**src/rtl/vending_pkg.sv**
```systemverilog
// Shared vending-machine types: coin values in quarter units, payout FSM encoding, coin select.
package vending_pkg;

  localparam int unsigned COIN_1   = 4;
  localparam int unsigned COIN_05  = 2;
  localparam int unsigned COIN_025 = 1;

  typedef enum logic [1:0] {
    ST_IDLE = 2'd0,
    ST_PAY  = 2'd1,
    ST_WAIT = 2'd2,
    ST_DONE = 2'd3
  } state_t;

  typedef struct packed {
    logic c1;
    logic c05;
    logic c025;
  } coin_sel_t;

  function automatic logic [15:0] coin_value(input coin_sel_t s);
    if (s.c1)        return 16'(COIN_1);
    else if (s.c05)  return 16'(COIN_05);
    else if (s.c025) return 16'(COIN_025);
    else             return 16'd0;
  endfunction

endpackage

```
**src/rtl/change_dispenser_if.sv**
```systemverilog
// Change interface between the vending controller / coin hopper and the payout engine.
interface change_dispenser_if #(
    parameter int CNT_W = 8
) ();
    logic             in_start;
    logic [15:0]      in_change_amt;
    logic             in_refill;
    logic             in_hopper_ready;
    logic             out_pay_1;
    logic             out_pay_05;
    logic             out_pay_025;
    logic             out_busy;
    logic             out_done;
    logic             out_short;
    logic [15:0]      out_owed;
    logic [CNT_W-1:0] out_inv_1;
    logic [CNT_W-1:0] out_inv_05;
    logic [CNT_W-1:0] out_inv_025;
    logic [1:0]       out_state;

    modport slave (
        input  in_start, in_change_amt, in_refill, in_hopper_ready,
        output out_pay_1, out_pay_05, out_pay_025, out_busy, out_done, out_short,
               out_owed, out_inv_1, out_inv_05, out_inv_025, out_state
    );

    modport master (
        output in_start, in_change_amt, in_refill, in_hopper_ready,
        input  out_pay_1, out_pay_05, out_pay_025, out_busy, out_done, out_short,
               out_owed, out_inv_1, out_inv_05, out_inv_025, out_state
    );
endinterface

```
**src/rtl/change_coin_select.sv**
```systemverilog
// Greedy coin picker (combinational). Define CHANGE_SUBSTITUTE_EN to fall back to smaller
// in-stock coins when the preferred denomination is empty.
module change_coin_select
    import vending_pkg::*;
#(
    parameter int CNT_W = 8
) (
    input  logic [15:0]      owed,
    input  logic [CNT_W-1:0] inv_1,
    input  logic [CNT_W-1:0] inv_05,
    input  logic [CNT_W-1:0] inv_025,
    output coin_sel_t        sel,
    output logic             none
);

`ifdef CHANGE_SUBSTITUTE_EN
    always_comb begin
        sel = '0;
        if (owed >= 16'(COIN_1) && inv_1 != '0)
            sel.c1 = 1'b1;
        else if (owed >= 16'(COIN_05) && inv_05 != '0)
            sel.c05 = 1'b1;
        else if (owed >= 16'(COIN_025) && inv_025 != '0)
            sel.c025 = 1'b1;
    end
`else
    // Only the largest coin <= owed is eligible; an empty tube means nothing to pay with.
    always_comb begin
        sel = '0;
        if (owed >= 16'(COIN_1))
            sel.c1 = (inv_1 != '0);
        else if (owed >= 16'(COIN_05))
            sel.c05 = (inv_05 != '0);
        else if (owed >= 16'(COIN_025))
            sel.c025 = (inv_025 != '0);
    end
`endif

    assign none = (sel == '0);

endmodule

```
**src/rtl/change_dispenser.sv**
```systemverilog
// Change payout engine: greedy dollar/half/quarter ejection with inventory tracking.
// Coin substitution is enabled by defining CHANGE_SUBSTITUTE_EN (see change_coin_select).
module change_dispenser
    import vending_pkg::*;
#(
    parameter int INIT_1   = 20,
    parameter int INIT_05  = 20,
    parameter int INIT_025 = 40,
    parameter int CNT_W    = 8
) (
    input  logic               in_clka,
    input  logic               in_restart,
    change_dispenser_if.slave  bus
);

    state_t           state;
    logic [15:0]      owed;
    logic [CNT_W-1:0] inv_1, inv_05, inv_025;
    logic             pay_1, pay_05, pay_025;
    logic             busy, done, short_r;

    coin_sel_t sel;
    logic      none;

    change_coin_select #(.CNT_W(CNT_W)) u_sel (
        .owed    (owed),
        .inv_1   (inv_1),
        .inv_05  (inv_05),
        .inv_025 (inv_025),
        .sel     (sel),
        .none    (none)
    );

    always_ff @(posedge in_clka) begin
        if (in_restart) begin
            state   <= ST_IDLE;
            owed    <= '0;
            inv_1   <= CNT_W'(INIT_1);
            inv_05  <= CNT_W'(INIT_05);
            inv_025 <= CNT_W'(INIT_025);
            pay_1   <= 1'b0;
            pay_05  <= 1'b0;
            pay_025 <= 1'b0;
            busy    <= 1'b0;
            done    <= 1'b0;
            short_r <= 1'b0;
        end else begin
            pay_1   <= 1'b0;
            pay_05  <= 1'b0;
            pay_025 <= 1'b0;
            done    <= 1'b0;
            case (state)
                ST_IDLE: begin
                    if (bus.in_refill) begin
                        inv_1   <= CNT_W'(INIT_1);
                        inv_05  <= CNT_W'(INIT_05);
                        inv_025 <= CNT_W'(INIT_025);
                    end
                    if (bus.in_start) begin
                        if ($signed(bus.in_change_amt) > 16'sd0) begin
                            owed    <= bus.in_change_amt;
                            short_r <= 1'b0;
                            busy    <= 1'b1;
                            state   <= ST_PAY;
                        end else begin
                            // Zero is a trivial success; a negative amount is reported as short.
                            owed    <= '0;
                            short_r <= bus.in_change_amt[15];
                            done    <= 1'b1;
                            state   <= ST_DONE;
                        end
                    end
                end
                ST_PAY: begin
                    if (none) begin
                        short_r <= 1'b1;
                        busy    <= 1'b0;
                        done    <= 1'b1;
                        state   <= ST_DONE;
                    end else if (bus.in_hopper_ready) begin
                        pay_1   <= sel.c1;
                        pay_05  <= sel.c05;
                        pay_025 <= sel.c025;
                        if (sel.c1)   inv_1   <= inv_1   - CNT_W'(1);
                        if (sel.c05)  inv_05  <= inv_05  - CNT_W'(1);
                        if (sel.c025) inv_025 <= inv_025 - CNT_W'(1);
                        owed    <= owed - coin_value(sel);
                        state   <= ST_WAIT;
                    end
                end
                ST_WAIT: begin
                    if (owed != '0) begin
                        state <= ST_PAY;
                    end else begin
                        busy  <= 1'b0;
                        done  <= 1'b1;
                        state <= ST_DONE;
                    end
                end
                ST_DONE: state <= ST_IDLE;
                default: state <= ST_IDLE;
            endcase
        end
    end

    assign bus.out_pay_1   = pay_1;
    assign bus.out_pay_05  = pay_05;
    assign bus.out_pay_025 = pay_025;
    assign bus.out_busy    = busy;
    assign bus.out_done    = done;
    assign bus.out_short   = short_r;
    assign bus.out_owed    = owed;
    assign bus.out_inv_1   = inv_1;
    assign bus.out_inv_05  = inv_05;
    assign bus.out_inv_025 = inv_025;
    assign bus.out_state   = state;

endmodule

```
**src/flat_wrapper.sv**
```systemverilog
// flat-port wrapper written by rule: the top's interface ports become plain ports
module change_dispenser_flat import vending_pkg::*;
#(
    parameter int INIT_1   = 20,
    parameter int INIT_05  = 20,
    parameter int INIT_025 = 40,
    parameter int CNT_W    = 8
)
  (in_clka, in_restart, bus_in_start, bus_in_change_amt, bus_in_refill, bus_in_hopper_ready, bus_out_pay_1, bus_out_pay_05, bus_out_pay_025, bus_out_busy, bus_out_done, bus_out_short, bus_out_owed, bus_out_inv_1, bus_out_inv_05, bus_out_inv_025, bus_out_state);
  change_dispenser_if #(.CNT_W(CNT_W)) bus_i ();
  input  logic in_clka;
  input  logic in_restart;
  input wire logic [$bits(bus_i.in_start)-1:0] bus_in_start;
  input wire logic [$bits(bus_i.in_change_amt)-1:0] bus_in_change_amt;
  input wire logic [$bits(bus_i.in_refill)-1:0] bus_in_refill;
  input wire logic [$bits(bus_i.in_hopper_ready)-1:0] bus_in_hopper_ready;
  output wire logic [$bits(bus_i.out_pay_1)-1:0] bus_out_pay_1;
  output wire logic [$bits(bus_i.out_pay_05)-1:0] bus_out_pay_05;
  output wire logic [$bits(bus_i.out_pay_025)-1:0] bus_out_pay_025;
  output wire logic [$bits(bus_i.out_busy)-1:0] bus_out_busy;
  output wire logic [$bits(bus_i.out_done)-1:0] bus_out_done;
  output wire logic [$bits(bus_i.out_short)-1:0] bus_out_short;
  output wire logic [$bits(bus_i.out_owed)-1:0] bus_out_owed;
  output wire logic [$bits(bus_i.out_inv_1)-1:0] bus_out_inv_1;
  output wire logic [$bits(bus_i.out_inv_05)-1:0] bus_out_inv_05;
  output wire logic [$bits(bus_i.out_inv_025)-1:0] bus_out_inv_025;
  output wire logic [$bits(bus_i.out_state)-1:0] bus_out_state;
  assign bus_i.in_start = bus_in_start;
  assign bus_i.in_change_amt = bus_in_change_amt;
  assign bus_i.in_refill = bus_in_refill;
  assign bus_i.in_hopper_ready = bus_in_hopper_ready;
  assign bus_out_pay_1 = bus_i.out_pay_1;
  assign bus_out_pay_05 = bus_i.out_pay_05;
  assign bus_out_pay_025 = bus_i.out_pay_025;
  assign bus_out_busy = bus_i.out_busy;
  assign bus_out_done = bus_i.out_done;
  assign bus_out_short = bus_i.out_short;
  assign bus_out_owed = bus_i.out_owed;
  assign bus_out_inv_1 = bus_i.out_inv_1;
  assign bus_out_inv_05 = bus_i.out_inv_05;
  assign bus_out_inv_025 = bus_i.out_inv_025;
  assign bus_out_state = bus_i.out_state;
  change_dispenser #(.INIT_1(INIT_1), .INIT_05(INIT_05), .INIT_025(INIT_025), .CNT_W(CNT_W)) u_core (.in_clka(in_clka), .in_restart(in_restart), .bus(bus_i));
endmodule
```
**config.mk**
```make
export PLATFORM = sky130hd
export DESIGN_NAME = change_dispenser_flat
export DESIGN_NICKNAME = d
export VERILOG_FILES = /design/src/rtl/vending_pkg.sv /design/src/rtl/change_dispenser_if.sv /design/src/rtl/change_coin_select.sv /design/src/rtl/change_dispenser.sv /design/src/flat_wrapper.sv
export SDC_FILE = /design/constraint.sdc
export NUM_CORES = 1
export LEC_CHECK = 0
export ABC_AREA = 1
export CAP_MARGIN = 20
export CORE_MARGIN = 1
export CORE_UTILIZATION = 51
export DETAILED_ROUTE_END_ITERATION = 8
export GPL_ROUTABILITY_DRIVEN = 0
export GPL_TIMING_DRIVEN = 1
export PLACE_DENSITY = 0.91
export SETUP_SLACK_MARGIN = 0.2
export SLEW_MARGIN = 20
export SYNTH_ARGS = -nofsm -noshare
export SYNTH_HDL_FRONTEND = slang
export SYNTH_SLANG_ARGS = --single-unit
```
**constraint.sdc**
```tcl
create_clock -name in_clka -period 3.7 [get_ports in_clka]
set_input_delay 1.11 -clock in_clka [delete_from_list [all_inputs] [get_ports in_clka]]
set_output_delay 1.11 -clock in_clka [all_outputs]
set_load 0.05 [all_outputs]
```
==> results of run 1 <==
-- cell type report --
type | instances | area, µm² | share of cell area [%]
Clock inverter | 1 | 5.00 | 0.128
Inverter | 70 | 268 | 6.86
Timing Repair Buffer | 71 | 703 | 18.0
Multi-Input combinational cell | 352 | 1800 | 46.2
Clock buffer | 6 | 72.6 | 1.86
Tap cell | 72 | 90.1 | 2.31
Sequential cell | 48 | 961 | 24.6
-- critical path: stages (launching register included) --
cell     delay [ns]
dfxtp_1        0.38
nor2_1         0.14
nand2_2        0.09
nor2_2         0.21
nand2_1        0.11
nor4_1         0.40
ha_1           0.26
inv_1          0.06
fa_1           0.37
nand2_1        0.11
nand2_1        0.10
nor2_1         0.27
nand4_1        0.15
a21oi_1        0.13
o21ai_0        0.09
nand2_1        0.06
nand2_1        0.05
a21oi_1        0.11
-- routing by layer --
layer	share of wire, %	wire length (µm)
met1	45	3500
met2	47	3670
met3	6.5	508
met4	2.0	160
met5	0	0
-- layout by cell type, fill, tap and decap left out, types with 2 or more instances in the layout --
cell,n
xor2_1,8
a22oi_1,3
o21ai_1,2
nand3_1,27
a21oi_2,4
nand2_2,9
nor2_2,5
nand3_2,2
nand4_1,8
xnor2_1,2
nor2_4,2
o22ai_1,2
nor4_1,3
ha_1,13
nand3b_1,2
o21ai_0,26
clkdlybuf4s50_1,68
nand2_4,2
a21oi_1,29
dfxtp_1,48
nand2_1,119
nor3_1,8
buf_4,3
nor2_1,68
inv_1,67
clkbuf_8,5
-- logic make-up after synthesis --
kind of cell             count (synthesis)  synth area share [%]
AND/OR/NAND/NOR                        259                  37.3
buffers and inverters                   79                  10.6
AO/OA/AOI/OAI                           69                  12.3
flip-flops                              48                  31.1
adder cells (fa/ha/maj)                 14                  5.91
XOR/XNOR                                10                  2.83
-- worst paths after layout --
kind / endpoint / from / depth (start not counted) / slack (ns)
worst min register to register: u_core.bus.out_short$_SDFFE_PP0P_ / u_core.bus.out_short$_SDFFE_PP0P_ / 2 / 0.46
worst max register to register: u_core.bus.out_owed[14]$_SDFFE_PP0P_ / u_core.bus.out_owed[7]$_SDFFE_PP0P_ / 17 / 0.53
worst min-delay path: u_core.bus.out_short$_SDFFE_PP0P_ / u_core.bus.out_short$_SDFFE_PP0P_ / 2 / 0.46
worst max-delay path: u_core.bus.out_owed[14]$_SDFFE_PP0P_ / u_core.bus.out_owed[7]$_SDFFE_PP0P_ / 17 / 0.53
-- power breakdown --
| part | switching, mW | internal, mW | leakage (nW) |
|---|---|---|---|
| sequential | 0.154 | 0.648 | 0.392 |
| combinational | 1.72 | 0.806 | 1.29 |
| clock | 0.175 | 0.129 | 0.0410 |
-- Yosys cell counts (all sizes together) --
cell type    n
nand2      130
nor2        76
inv         69
dfxtp       48
a21oi       33
nand3       29
o21ai       28
ha          13
nand4        8
nor3         8
xor2         8
clkbuf       5
buf          4
a22oi        3
nor4         3
nand3b       2
o22ai        2
or2          2
xnor2        2
a21o         1
a22o         1
clkinv       1
fa           1
nor3b        1
o21a         1
-- per-stage QoR --
step	util, %	setup slack (ns)
floorplan	-	0.673
global placement	67.4	0.805
detailed placement	67.4	0.688
CTS	68.8	0.579
global route	68.8	0.253
finish	68.8	0.532
-- flip-flops by register name, summed over array words and instances (netlist names), 2 cells and up --
signal	flops
u_core.bus.out_inv_05	8
u_core.bus.out_state	2
u_core.bus.out_inv_1	8
u_core.bus.out_owed	16
u_core.bus.out_inv_025	8
==> out/metrics.yaml, run 1 <==
status: "completed"
synth_top_area_share_pct: 31.1
fin_tns_setup_ns: 0
synth_nets: 514
period_minus_slack_ns: 3.17
num_vias: 3288
grt_util_met1_pct: 32.7
vias_per_cell: 5.30
tightestPinTransition_ns: 0.529
fmax_ghz: 0.316
slew_violations: 0
ys_ff_latch: 48
initial_core_util_pct: 54.5
design.core.area_um2: 5680
crit_path_end_kind: "flop"
p_per_area_nw_per_um2: 931
p_total_mw: 3.63
io_pins: 69
arrival_ns: 3.41
fill_cells: 496
drt-initial-drc-count: 164
grt_pass1_vias: 3004
yosysUniqueCellTypes: 38
hold_buffers: 0
ant_nets: 0
fin_cells: 620
grt.overflow.total: 0
drt_first_pass_iters: 5
drv_cap: 0
hp-class: "flop to flop"
grt-busiest-layer: "met2"
dp_hpwl_um: 6030
portBuffers: 68
ir_worst_vdd_v: 0.000517
finalSetupViolations: 0
clk_pin_slew_ns: 0.09
cts_tree: "built"
clock-root-buffer: "clkbuf_8"
dpl_cell_area_um2: 3820
critPathLaunchType: "flop"
clk_latency_ns: 0.30
avgSynthCellArea_um2: 6.45
layout-drive-gt1-share_pct: 6.75
final_area_um2: 3900
synthTopCellsByArea: "dfxtp_1 (31%), nand2_1 (14%), nor2_1 (8.3%)"
dp.cells: 613
ys.warnings.count: 0
drt_wl_total_um: 7840
yosysSeqAreaShare_pct: 31.1
synth_area_um2: 3090
post_cts_buffers: 0
hold_viol: 0
grt_antenna_before_repair: 0
drc: 0
period_share_pct: 85.6
fin_skew_ns: 0.00511
crit_type: "flop to flop"
grt_usage_pct: 26.0
die_x_um: 79.9
yosysTopAreaCell: "dfxtp_1"
antenna_cells: 0
syn_inst: 479
whs_ns: 0.460
wl_per_cell_um: 12.6
cts_made_buffers: 5
maxSlewHeadroom_pct: 64.6
crit_fanout: 5
cts_sinks: 48
clk_path_buf_depth: 2
use_met3_pct: 4.34
cp.required_ns: 3.94
fin_nets: 583
grt_max_degree: 19
die_area_um2: 6380
die_h_um: 79.9
p_leak_nw: 1.73
grtUsageMet2_pct: 44.1
post_cts_resize_count: 0
grt_pass1_wl_um: 13100
rsz0062_at_grt: "false"
area_growth_pct: 26.2
rows: 27
htree_num_levels: 2
(Power assumes the default switching activity.)
==> run 2, diff against run 1 <==
- CORE_UTILIZATION: 51 -> 46
- PLACE_DENSITY: 0.91 -> 0.87
- clock period: 3.7 -> 2.9 ns (I/O delays scaled with it)
==> run 2 against run 1 <==
Against the previous run: the flow now finishes with violations (design-rule violations); critical path depth unchanged; clock power increased by 64%; largest power group unchanged; non-clock buffer count is 18 higher; sequential share of layout area shrank 1.1 points; count of clock-buffer cells in the layout fell by 1.
==> out/metrics.yaml, run 2 (synthesized netlist as in run 1, its figures left out) <==
drt_first_pass_iters: 7
grt.overflow.total: 0
drt_wl_total_um: 9090
hold_buffers: 0
whs_path_depth: 2
final_util_pct: 66.0
grt_usage_pct: 24.5
critPathLaunchType: "flop"
r2r-start: "u_core.bus.out_owed[5]$_SDFFE_PP0P_"
ant_nets: 0
maxSlewHeadroom_pct: 64.6
htree_num_levels: 2
largest_reg_flops: 16
num_vias: 3522
fin_cells: 644
whs_ns: 0.454
fin_skew_ns: 0.0102
tightestPinTransition_ns: 0.529
clock-root-buffer: "clkbuf_8"
crit_type: "flop to flop"
layout_commonest_cell: "nand2_1"
slew_violations: 0
cp.required_ns: 3.15
crit_path_end_kind: "flop"
grt_antenna_before_repair: 0
ir_worst_vdd_v: 0.000759
finalSetupViolations: 0
layout-drive-gt1-share_pct: 17.3
violations: "design-rule violations"
die_h_um: 84.0
drv_cap: 0
rsz0062_at_grt: "true"
design.core.area_um2: 6420
r2r-end: "u_core.bus.out_owed[14]$_SDFFE_PP0P_"
cts_made_buffers: 5
period_minus_slack_ns: 2.80
drt-initial-drc-count: 299
initial_core_util_pct: 48.1
portBuffers: 68
hold_end: "u_core.bus.out_short$_SDFFE_PP0P_"
grt_pass1_wl_um: 14100
hp-class: "flop to flop"
wl_per_cell_um: 14.1
drc: 8
grt_pass1_vias: 3155
p_leak_nw: 1.87
area_growth_pct: 37.1
dp.cells: 622
vias_per_cell: 5.47
clk_latency_ns: 0.31
final_cell_mix: "nand2_1 (115), clkdlybuf4s50_1 (68), inv_1 (63)"
rrSetupSlack_ns: 0.10
crit_fanout: 4
cts_sinks: 48
fin_nets: 601
fill_cells: 525
p_per_area_nw_per_um2: 1310
min_from: "u_core.bus.out_short$_SDFFE_PP0P_"
cp-startpoint: "u_core.bus.out_owed[5]$_SDFFE_PP0P_"
antenna_cells: 0
place_ws_ns: -0.0374
clk_pin_slew_ns: 0.10
grt_max_degree: 19
layout_setup_ws_ns: 0.102
p_total_mw: 5.55
period_share_pct: 96.5
fmax_ghz: 0.357
die_area_um2: 7050
hold_viol: 0
clk_path_buf_depth: 2
rows: 29
dp_hpwl_um: 6270
arrival_ns: 3.05
reg2regPathDepth: 17
die_x_um: 84.0
status: "complete, but fails checks"
cts_tree: "built"
io_pins: 69
## run 2: cell count changes in the layout (fill, tap and decap cells not counted), moves of 3 or more
cell / previous run / this run
o21ai_0: 26 / 23
buf_4: 3 / 20
nor2_4: 2 / 8
dfxtp_2: 0 / 16
o21ai_1: 2 / 5
inv_2: 1 / 4
dfxtp_4: 0 / 4
nor2_1: 68 / 62
inv_1: 67 / 63
nand2_4: 2 / 8
dfxtp_1: 48 / 28
nand2_1: 119 / 115
## run 2: how the worst max path moves through the flow
stage | endpoint | slack (ns) | cells after the start
3_3_place_gp | u_core.bus.out_owed[14]$_SDFFE_PP0P_ | 0.18 | 17
5_1_grt | u_core.bus.out_owed[14]$_SDFFE_PP0P_ | -0.03 | 17
4_1_cts | u_core.bus.out_owed[9]$_SDFFE_PP0P_ | 0.20 | 17
2_1_floorplan | u_core.bus.out_owed[14]$_SDFFE_PP0P_ | 0.20 | 16
6_report | u_core.bus.out_owed[14]$_SDFFE_PP0P_ | 0.10 | 17
3_5_place_dp | u_core.bus.out_owed[14]$_SDFFE_PP0P_ | -0.04 | 17
## run 2: repair_timing
action | 4_1_cts | 5_1_grt
setup buffers | 7 | 7
resized for setup | 11 | 27
endpoints found under the setup margin | 4 | 13
pin swaps | 8 | 13
## run 2: report_power, final
| group | internal [mW] | switching, mW | leakage (nW) |
|---|---|---|---|
| Clock | 0.256 | 0.243 | 0.0541 |
| Sequential | 0.854 | 0.198 | 0.401 |
| Combinational | 1.42 | 2.57 | 1.41 |
| Total | 2.53 | 3.01 | 1.87 |
## run 2: layer usage
metal	part of all wire, %	routed length [µm]	GRT usage, %
met1	41	3740	29.6
met2	48	4380	42.5
met3	7.9	722	4.15
met4	2.7	244	11.0
met5	0	0	0
## run 2: final cells by class
cell class | instances | area, µm² | area share (%)
clock buffer | 5 | 68.8 | 1.62
clock inverter | 3 | 42.5 | 1.00
inverter | 70 | 270 | 6.38
multi-input combinational | 352 | 1920 | 45.4
sequential | 48 | 996 | 23.5
tap | 77 | 96.3 | 2.27
timing repair buffer | 89 | 842 | 19.9
## run 2: worst max-delay path, stage by stage, from the launching register on
cell     delay, ns
dfxtp_4       0.38
nor2_4        0.13
nand2_4       0.10
nor2_4        0.13
nand2_4       0.07
nor4_4        0.24
ha_2          0.25
inv_2         0.06
fa_2          0.42
nand2_4       0.10
nand2_4       0.07
nor2_4        0.17
nand4_1       0.14
a21oi_1       0.14
o21ai_0       0.09
nand2_1       0.08
nand2_1       0.07
a21oi_2       0.11
## run 2: per-stage QoR
stage / setup TNS [ns] / area (µm²)
2_1_floorplan: 0 / 3140
3_3_place_gp: 0 / 3910
3_5_place_dp: -0.0374 / 3910
4_1_cts: 0 / 4110
5_1_grt: -0.0353 / 4240
6_report: 0 / 4240
